### src/rtl/mux4_rr_arbiter_pkg.sv
// mux4_rr_arbiter_pkg: shared types, sizes and round-robin pick for the arbiter slice
package mux4_rr_arbiter_pkg;
  typedef enum logic {IDLE = 1'b0, GRANT = 1'b1} state_t;
  localparam int NCH = 4;
  localparam int DW = 4;
  localparam int MAX_BURST_DEF = 4;
  // First asserted request after last, with wrap; the descending loop leaves the nearest hit.
  function automatic logic [1:0] rr_pick(input logic [NCH-1:0] req, input logic [1:0] last);
    logic [1:0] idx;
    rr_pick = last;
    for (int i = NCH; i >= 1; i--) begin
      idx = last + 2'(i);
      if (req[idx]) rr_pick = idx;
    end
  endfunction
endpackage

### src/rtl/mux4_rr_arbiter_mux.sv
// mux_4_1_4bit: shared 4:1 data-path mux
module mux_4_1_4bit
  import mux4_rr_arbiter_pkg::*;
(
  input  logic [1:0]    sel,
  input  logic [DW-1:0] a,
  input  logic [DW-1:0] b,
  input  logic [DW-1:0] c,
  input  logic [DW-1:0] d,
  output logic [DW-1:0] y
);
  always_comb y = sel[1] ? (sel[0] ? d : c) : (sel[0] ? b : a);
endmodule

### src/rtl/mux4_rr_arbiter.sv
// mux4_rr_arbiter: round-robin, burst-bounded arbiter sharing one 4:1 data mux
module mux4_rr_arbiter
  import mux4_rr_arbiter_pkg::*;
#(
  parameter int MAX_BURST = MAX_BURST_DEF
) (
  input  logic            clk,
  input  logic            rst_n,
  input  logic [NCH-1:0]  req,
  input  logic [DW-1:0]   data_a,
  input  logic [DW-1:0]   data_b,
  input  logic [DW-1:0]   data_c,
  input  logic [DW-1:0]   data_d,
  input  logic            out_ready,
  output logic            out_valid,
  output logic [DW-1:0]   out_data,
  output logic [NCH-1:0]  gnt,
  output logic [1:0]      sel,
  output logic [NCH-1:0]  ack,
  output logic            busy
);
  localparam logic [3:0] MB = 4'(MAX_BURST);
  state_t state, state_n;
  logic [1:0] sel_n, last, last_n, pick;
  logic [3:0] beat_cnt, cnt_n;
  logic [NCH-1:0] gnt_n;
  logic accept, done;
  mux_4_1_4bit u_mux (
    .sel(sel),
    .a(data_a),
    .b(data_b),
    .c(data_c),
    .d(data_d),
    .y(out_data)
  );
  // out_valid is masked during reset so a mid-burst reset never acks a beat.
  always_comb begin
    pick = rr_pick(req, last);
    busy = state == GRANT;
    out_valid = rst_n & busy & req[sel];
    accept = out_valid & out_ready;
    ack = accept ? 4'b0001 << sel : '0;
    done = !req[sel] || (accept && beat_cnt + 4'd1 == MB);
    state_n = state;
    sel_n = sel;
    gnt_n = gnt;
    last_n = last;
    cnt_n = beat_cnt;
    if (!busy && |req) begin
      state_n = GRANT;
      sel_n = pick;
      gnt_n = 4'b0001 << pick;
      cnt_n = '0;
    end else if (busy) begin
      cnt_n = beat_cnt + 4'(accept);
      if (done) begin
        state_n = IDLE;
        gnt_n = '0;
        last_n = sel;
      end
    end
  end
  always_ff @(posedge clk) begin
    if (!rst_n) begin
      state <= IDLE;
      sel <= '0;
      gnt <= '0;
      last <= 2'd3;
      beat_cnt <= '0;
    end else begin
      state <= state_n;
      sel <= sel_n;
      gnt <= gnt_n;
      last <= last_n;
      beat_cnt <= cnt_n;
    end
  end
endmodule

### config.mk
export PLATFORM = sky130hd
export DESIGN_NAME = mux4_rr_arbiter
export DESIGN_NICKNAME = d
export VERILOG_FILES = /design/src/rtl/mux4_rr_arbiter_pkg.sv /design/src/rtl/mux4_rr_arbiter_mux.sv /design/src/rtl/mux4_rr_arbiter.sv
export SDC_FILE = /design/constraint.sdc
export NUM_CORES = 1
export LEC_CHECK = 0
export CAP_MARGIN = 25
export CORE_MARGIN = 2
export CORE_UTILIZATION = 25
export CTS_CLUSTER_DIAMETER = 50
export DETAILED_ROUTE_END_ITERATION = 16
export SKIP_CTS_REPAIR_TIMING = 1
export SLEW_MARGIN = 20
export SYNTH_ARGS = -nofsm -noshare
export SYNTH_HDL_FRONTEND = slang
export SYNTH_HIERARCHICAL = 1
export SYNTH_SLANG_ARGS = --single-unit
### constraint.sdc
create_clock -name clk -period 3.2 [get_ports clk]
set_clock_uncertainty 0.15 [all_clocks]
set_input_delay 0.8 -clock clk [delete_from_list [all_inputs] [get_ports clk]]
set_output_delay 0.8 -clock clk [all_outputs]
set_load 0.03 [all_outputs]
* Word level (Yosys, flattened, before mapping)
Index checks and enable logic that the tools add are counted.
** Storage, ports and cells
- Register bits after elaboration :: 13
- Bits of input ports :: 23
- Word-level logic and storage cells :: 54
** Operators by class
- Add/sub/neg operators :: 5
- Order comparisons :: 4
- Equal/unequal tests :: 1
- Shift-type cells :: 2
- Mux-type cells :: 21
- Bitwise logic cells :: 5
- Reductions and logical operators :: 11
** Operators by type and width (count)
- 2-to-1 mux 4 bit :: 7
- less-than comparator 2 x 3 -> 1 bit (second input constant) :: 4
- binary-select mux 1 bit (select 2 bit) :: 4
- left shift 1 x 2 -> 4 bit (first input constant) :: 2
- 2-to-1 mux 1 bit :: 7
- 2-to-1 mux 2 bit :: 3
- adder 2 bit (second input constant) :: 2
- adder 4 x 1 -> 4 bit :: 1
- adder 4 x 1 -> 4 bit (second input constant) :: 1
- equality test 4 x 3 -> 1 bit (second input constant) :: 1
- nonzero test 2 bit :: 2
- OR reduction 4 bit :: 1
- bitwise AND 1 bit :: 3
- AND reduction 3 bit :: 1
- adder 2 x 1 -> 2 bit (second input constant) :: 1
- logical AND 1 bit :: 2
- logical NOT 1 bit :: 2
- NOT 1 bit :: 2
- AND reduction 2 bit :: 1
- OR reduction 2 bit :: 1
- logical OR 1 bit :: 1

* Longest topological paths before layout
Gate-level depths: netlist (run 1).
- Depth in word-level cells :: 9
- Gate-level depth with buffers :: 11
- Depth with buffers taken out :: 10

* By module
The synthesis (run 1) kept the hierarchy.
** By module, submodules not included
- mux4_rr_arbiter :: instances 1, cells an instance 78, area an instance 719.4 µm²
- mux_4_1_4bit :: instances 1, cells an instance 4, area an instance 105.1 µm²

* Worst setup path after synthesis (run 1)
Ideal clock, no wire load.
- Kind :: reg-to-output
- Start point :: register sel[0]
- End point :: output port ack[2]
- Arrival time :: 2.167 ns
- Required time :: 2.250 ns
- Path slack :: 0.083 ns
- Cell stages (with the launch flop) :: 6
- Buffers on the path :: 0
- Cells stage by stage :: dfxtp_1 > mux4_2 > nand3_2 > inv_2 > nand2_4 > nor3b_1
** Between the ends
- Word-level cells in the longest chain between the ends :: 5
** RTL lines
- from (decl) :: RTL line mux4_rr_arbiter.sv:18 : output logic [1:0] sel,
- from (signal assigned) :: RTL line mux4_rr_arbiter.sv:72 : sel <= sel_n;
- binary-select mux 1 bit (select 2 bit) :: RTL line mux4_rr_arbiter.sv:40 : out_valid = rst_n & busy & req[sel];
- 2-to-1 mux 1 bit (implied by the code) :: RTL line mux4_rr_arbiter.sv:40
- bitwise AND 1 bit :: RTL line mux4_rr_arbiter.sv:40
- net out_valid :: RTL line mux4_rr_arbiter.sv:15 : output logic out_valid,
- bitwise AND 1 bit :: RTL line mux4_rr_arbiter.sv:41 : accept = out_valid & out_ready;
- 2-to-1 mux 4 bit :: RTL line mux4_rr_arbiter.sv:42 : ack = accept ? 4'b0001 << sel : '0;
- to (decl) :: RTL line mux4_rr_arbiter.sv:19 : output logic [NCH-1:0] ack,
The timed path passes the listed nets, and every way through them passes these cells. The select of a mux whose other input is x is not followed.

* Worst setup path in the final report (run 1)
- Start point :: input port req[3]
- End point :: output port ack[3]
** Between the ends
- Word-level cells in the longest chain between the ends :: 5
** RTL lines
- from (decl) :: RTL line mux4_rr_arbiter.sv:9 : input logic [NCH-1:0] req,
- binary-select mux 1 bit (select 2 bit) :: RTL line mux4_rr_arbiter.sv:40
- 2-to-1 mux 1 bit (implied by the code) :: RTL line mux4_rr_arbiter.sv:40
- bitwise AND 1 bit :: RTL line mux4_rr_arbiter.sv:40
- bitwise AND 1 bit :: RTL line mux4_rr_arbiter.sv:41
- 2-to-1 mux 4 bit :: RTL line mux4_rr_arbiter.sv:42
No other way between the ends. The select of a mux whose other input is x is not followed.

==> results of run 1 <==
[flip-flops by register name, indices dropped and copies added, names as in the netlist]
register	count
beat_cnt	4
gnt	4
last	2
sel	2
busy	1
[through the flow]
stage / setup TNS (ns) / cell area (sq um) / cells
3_5_place_dp: -1.30 / 1340 / 175
5_1_grt: 0 / 1400 / 179
3_3_place_gp: -1.09 / 1340 / 175
2_1_floorplan: 0 / 825 / 82
4_1_cts: -1.33 / 1370 / 179
6_report: 0 / 1400 / 179
[worst paths after layout]
path / from / end / slack, ns
worst max-delay path: req[3] / ack[3] / 0.22
worst min-delay path: gnt[3]$_SDFFE_PN0P_ / gnt[3]$_SDFFE_PN0P_ / 0.32
worst max register to register: sel[0]$_SDFFE_PN0P_ / beat_cnt[2]$_SDFFE_PP0P_ / 0.97
worst min register to register: gnt[3]$_SDFFE_PN0P_ / gnt[3]$_SDFFE_PN0P_ / 0.32
[cell usage after synthesis]
library cell	number	area (sq um)
nand2_1	5	18.8
ha_1	2	25.0
nand4_1	1	6.26
and3_2	1	7.51
clkbuf_1	1	3.75
nor3_1	2	10.0
a32o_1	1	10.0
mux2_2	1	11.3
nand4b_1	1	8.76
o21a_1	1	7.51
nand3_2	1	10.0
dfxtp_1	13	260
a2bb2oi_1	1	8.76
mux2i_1	3	30.0
a22o_1	1	8.76
inv_1	3	11.3
o22ai_2	1	12.5
buf_2	1	5.00
nand3b_1	1	7.51
nor2_1	7	26.3
mux4_2	1	22.5
a31oi_1	1	6.26
mux4_1	4	105
a21boi_0	1	7.51
xor2_1	2	17.5
nor4_1	1	6.26
o2bb2ai_1	2	17.5
nand2b_1	4	25.0
nand2_4	1	11.3
nor3b_1	2	15.0
a21oi_1	1	5.00
o21ai_0	4	20.0
o221a_2	1	11.3
o211ai_1	4	30.0
a21o_1	1	7.51
or4_1	1	7.51
inv_2	2	7.51
nor3b_2	1	12.5
[layout make-up]
type	instances	area, sq um	area share [%]
Clock buffer	4	26.3	1.88
Multi-Input combinational cell	62	547	39.1
Tap cell	44	55.1	3.94
Inverter	5	18.8	1.34
Timing Repair Buffer	51	490	35.1
Sequential cell	13	260	18.6
[logic make-up (layout without fill, tap and decap cells)]
logic type / after synthesis / count (layout)
simple gates: 29 / 29
mux: 9 / 9
flops: 13 / 13
compound gates: 20 / 20
buf+inv: 7 / 60
xor+xnor: 2 / 2
fa+ha+maj: 2 / 2
[power by group through the flow]
stage	sequential, mW	clock (mW)	combinational (mW)
2_1_floorplan	0.220	0	0.113
4_1_cts	0.190	0.110	0.254
3_5_place_dp	0.194	0	0.253
3_3_place_gp	0.193	0	0.249
6_report	0.190	0.108	0.251
5_1_grt	0.192	0.113	0.268
[layer usage]
layer / part of all wire (%) / track usage, %
met5: 0 / 0
met4: 1.8 / 6.38
met3: 12 / 2.31
met2: 49 / 23.9
met1: 38 / 13.7
==> results.yml, run 1 <==
status:
  status: "completed"
cts:
  clk_latency_ns: 0.28
  ctsRootBufferMaster: "clkbuf_4"
  cts_buffers: 3
  cts_tree: "built"
  h-tree-depth: 1
  cts.sinks: 13
  clk_pin_slew_ns: 0.08
  clockBufferDepth: 2
place:
  place_ws_ns: -0.527
  place_congestion: 0.839
  hpwlAfterDp_mm: 1.96
  port_buffers: 38
logic_synthesis:
  yosysSeqAreaShare_pct: 31.6
  synth-xor-area-share_pct: 2.12
  syn-num-nets: 107
  synth_compound_area_share_pct: 18.5
  synthCells: 82
  synth.avg_cell_area_sq_um: 10.1
  yosysUniqueCellTypes: 38
  ys.warnings.count: 6
  synth.cell_area_sq_um: 825
  synthMuxAreaShare_pct: 20.5
  synthAdderAreaFrac_pct: 3.03
  synth-simple-area-share_pct: 20.9
  synth_top_family_by_area: "simple AND/OR/NAND/NOR gates"
  ys_ff_latch: 13
layout:
  mostFrequentLayoutCells: "25 x clkdlybuf4s50_1, 15 x buf_4, 13 x dfxtp_1, 8 x dlymetal6s2s_1, 7 x nor2_1"
  final_common_cell: "clkdlybuf4s50_1"
  final_util_pct: 45.0
  areaGrowthSynthToFinish_pct: 69.5
  n_antenna_cell: 0
  drive_above_1_share_pct: 24.4
  final_nets: 161
  fill_cells: 325
sta:
  holdWs_ns: 0.322
  fin_ws_ns: 0.220
  slew_headroom_pct: 58.1
  timing.fmax_ghz: 0.336
  rsz0062_at_grt: "no"
  worst_pin_slew_ns: 0.623
  maxSlewViolCount: 0
  final_hold_viol_count: 0
  setup_violations: 0
  fin_crit_ns: 2.98
  finalCritPeriodShare_pct: 93.1
setup_path:
  crit_type: "in2out"
  crit_path_frequent_cell: "inv_2"
  worstRegToRegCells: 11
  cp_max_fo: 2
  arrival_ns: 2.03
  path_cells: "dlymetal6s2s_1, mux4_2, nand3_2, inv_2, nand2_4, inv_2, and3_2, buf_6"
  slowest_delay_ns: 0.51
  cp.required_ns: 2.25
  cp-end-kind: "output port"
  cpMaxStageDelayCell: "mux4_2"
  cp-start-kind: "input port"
  cp_num_buf_inv: 4
  cp_num_cells: 8
  cp_top_family: "multiplexers"
die:
  num_rows: 20
  num_io_pins: 39
  die_x_um: 61.4
  start_util_pct: 26.6
  core_area_sq_um: 3100
  die_area_sq_um: 3770
  die_h_um: 61.4
global_routing:
  grt_overflow_total: 0
  grt_max_degree: 13
  grt_pass1_vias: 823
  gr-usage-all-layers_pct: 12.8
  antenna_found_initial: 0
  grt_pass1_wl_mm: 3.55
routing:
  dr.first_iter.drc_count: 14
  routed_wl_mm: 2.43
  wl_per_cell_um: 13.6
  route.detailed.drc: 0
  first_pass_iters: 4
  drtAntennaViolNets: 0
  vias: 869
  drt-vias-per-instance: 4.85
pwr:
  comb_power_share_pct: 45.7
  switching_share_pct: 36.3
  power.total_mw: 0.549
  p_sw_mw: 0.199
  power_density_nw_per_um2: 393
  p_int_mw: 0.350
  p_leak_nw: 0.627
  power_frac_clock_pct: 19.6
  ir_drop_uv: 146
  seq_power_share_pct: 34.6
hold_path:
  min_path_type: "reg2reg"
  holdPathStages: 1
run:
  maxCapViolations: 0
Power figures use the tool's default switching activity.
==> run 2, diff against run 1 <==
--- a/config.mk
+++ b/config.mk
@@ -6,10 +6,10 @@
 export NUM_CORES = 1
 export LEC_CHECK = 0
 export CAP_MARGIN = 25
-export CORE_MARGIN = 2
-export CORE_UTILIZATION = 25
+export CORE_UTILIZATION = 30
 export CTS_CLUSTER_DIAMETER = 50
 export DETAILED_ROUTE_END_ITERATION = 16
+export HOLD_SLACK_MARGIN = 0.1
 export SKIP_CTS_REPAIR_TIMING = 1
 export SLEW_MARGIN = 20
 export SYNTH_ARGS = -nofsm -noshare
==> run 2 against run 1 <==
  * Global-route usage rose by 3.6 points
  * Sequential cell count did not move
  * First-iteration DRC count unchanged
  * Design area decreased by 1.6%
  * Sequential share of layout area up 0.30 points
  * Total power shrank 1.0%
  * Wire length down 3.7%
  * Sequential power about the same
  * Worst hold slack gained 0.00082 ns
==> results.yml, run 2 (synthesized netlist as in run 1, its figures left out) <==
setup_path:
  cp-end-kind: "output port"
  cp_num_buf_inv: 4
  cpMaxStageDelayCell: "clkdlybuf4s50_1"
  slowest_delay_ns: 0.50
  cp-start-kind: "input port"
  crit_path_frequent_cell: "buf_4"
  path_cells: "clkdlybuf4s50_1, nand3_2, inv_2, nand2_4, buf_4, nor3b_1, buf_4"
  cp_top_family: "buffers and inverters"
  arrival_ns: 2.05
  cp.required_ns: 2.25
  crit_type: "in2out"
  cp_max_fo: 3
die:
  start_util_pct: 32.4
  die_h_um: 54.4
  die_area_sq_um: 2960
  num_rows: 18
  core_area_sq_um: 2540
  die_x_um: 54.4
  num_io_pins: 39
place:
  hpwlAfterDp_mm: 1.87
  port_buffers: 38
  place_congestion: 0.741
  place_ws_ns: -0.516
  dpl_cell_area_sq_um: 1320
  placed_cells: 161
layout:
  largestRegisters: "beat_cnt (4), gnt (4)"
  drive_above_1_share_pct: 24.3
  n_antenna_cell: 0
  finalNonFillerCells: 166
  final_nets: 162
  fin_area_sq_um: 1380
  areaGrowthSynthToFinish_pct: 66.8
  final_common_cell: "clkdlybuf4s50_1"
  mostFrequentLayoutCells: "25 x clkdlybuf4s50_1, 18 x buf_4, 13 x dfxtp_1, 8 x dlymetal6s2s_1, 7 x nor2_1"
status:
  status: "completed"
cts:
  clk_pin_slew_ns: 0.08
  ctsRootBufferMaster: "clkbuf_4"
  clockBufferDepth: 2
  cts_tree: "built"
  h-tree-depth: 1
  clk_latency_ns: 0.28
  cts_buffers: 3
  cts.sinks: 13
sta:
  timing.fmax_ghz: 0.334
  finalCritPeriodShare_pct: 93.7
  fin_ws_ns: 0.202
  maxSlewViolCount: 0
  slew_headroom_pct: 59.0
  rsz0062_at_grt: "no"
  setup_violations: 0
  fin_crit_ns: 3.00
  final_hold_viol_count: 0
  worst_pin_slew_ns: 0.610
global_routing:
  grt_overflow_total: 0
  antenna_found_initial: 0
  gr-usage-met1_pct: 18.1
  grt_pass1_wl_mm: 3.37
  grt_pass1_vias: 780
  grt.met2_usage_pct: 29.5
  gr-usage-all-layers_pct: 16.4
  met3_usage_pct: 3.33
  grt_max_degree: 13
  busiest_layer: "met2"
routing:
  dr.first_iter.drc_count: 14
  wl_per_cell_um: 14.1
  route.detailed.drc: 0
  first_pass_iters: 4
  vias: 890
  drt-vias-per-instance: 5.36
  routed_wl_mm: 2.34
  drtAntennaViolNets: 0
hold_path:
  min_path_type: "reg2reg"
pwr:
  ir_drop_uv: 258
  power_density_nw_per_um2: 395
  p_leak_nw: 0.629
  power.total_mw: 0.543
run:
  maxCapViolations: 0
run 2: cell types whose count changed in the layout (fill, tap and decap cells not counted):
cell,change
buf_4,+3
buf_6,-2
nor3b_1,+1
nor3b_2,-1
run 2: layout make-up:
class,count,area [sq um]
Fill cell,227,1170
Inverter,5,18.8
Timing Repair Buffer,52,490
Sequential cell,13,260
Multi-Input combinational cell,62,542
Tap cell,30,37.5
Clock buffer,4,26.3
run 2: routing by layer:
layer	wire length [um]	part of all wire, %	vias up
li1	-	-	424
met1	941	40	411
met2	1120	48	48
met3	230	9.8	7
met4	47	2.0	0
met5	0	0	-
run 2: final timing paths:
path                            start                        to  slack [ns]  cells after the start
setup / recovery                rst_n                    ack[1]        0.20                      7
hold / removal    gnt[1]$_SDFFE_PN0P_       gnt[1]$_SDFFE_PN0P_        0.32                      1
setup reg to reg  sel[0]$_SDFFE_PN0P_  beat_cnt[2]$_SDFFE_PP0P_        0.97                     11
hold reg to reg   gnt[1]$_SDFFE_PN0P_       gnt[1]$_SDFFE_PN0P_        0.32                      1
run 2: power by group:
part | switching (mW) | internal [mW] | total [mW]
sequential | 0.0126 | 0.177 | 0.190
combinational | 0.126 | 0.125 | 0.250
clock | 0.0547 | 0.0484 | 0.103
run 2: worst register-to-register path, cell delays in order, from the launching register on:
cell and delay, ns:
dfxtp_1 0.38, mux4_2 0.55, nand3_2 0.10, inv_2 0.05, nand2_4 0.06, inv_2 0.03
buf_4 0.11, ha_1 0.19, ha_1 0.18, nand2_1 0.07, xor2_1 0.17, nor2_1 0.05
run 2: metrics by stage:
| step | hold WS, ns | utilization, % | setup TNS (ns) |
|---|---|---|---|
| detailed placement | 0.312 | 52.0 | -1.25 |
| finish | 0.323 | 54.0 | 0 |
| global placement | 0.301 | 52.0 | -1.05 |
| global route | 0.342 | 54.0 | 0 |
| floorplan | 0.330 | - | 0 |
| CTS | 0.328 | 53.0 | -1.28 |
==> run 3, diff against run 2 <==
--- a/config.mk
+++ b/config.mk
@@ -5,9 +5,9 @@
 export SDC_FILE = /design/constraint.sdc
 export NUM_CORES = 1
 export LEC_CHECK = 0
-export CAP_MARGIN = 25
+export CAP_MARGIN = 20
 export CORE_UTILIZATION = 30
-export CTS_CLUSTER_DIAMETER = 50
+export CTS_CLUSTER_DIAMETER = 30
 export DETAILED_ROUTE_END_ITERATION = 16
 export HOLD_SLACK_MARGIN = 0.1
 export SKIP_CTS_REPAIR_TIMING = 1
==> results of run 3 <==
Same layout as run 2: the final DEF is identical, and so are final timing and power.
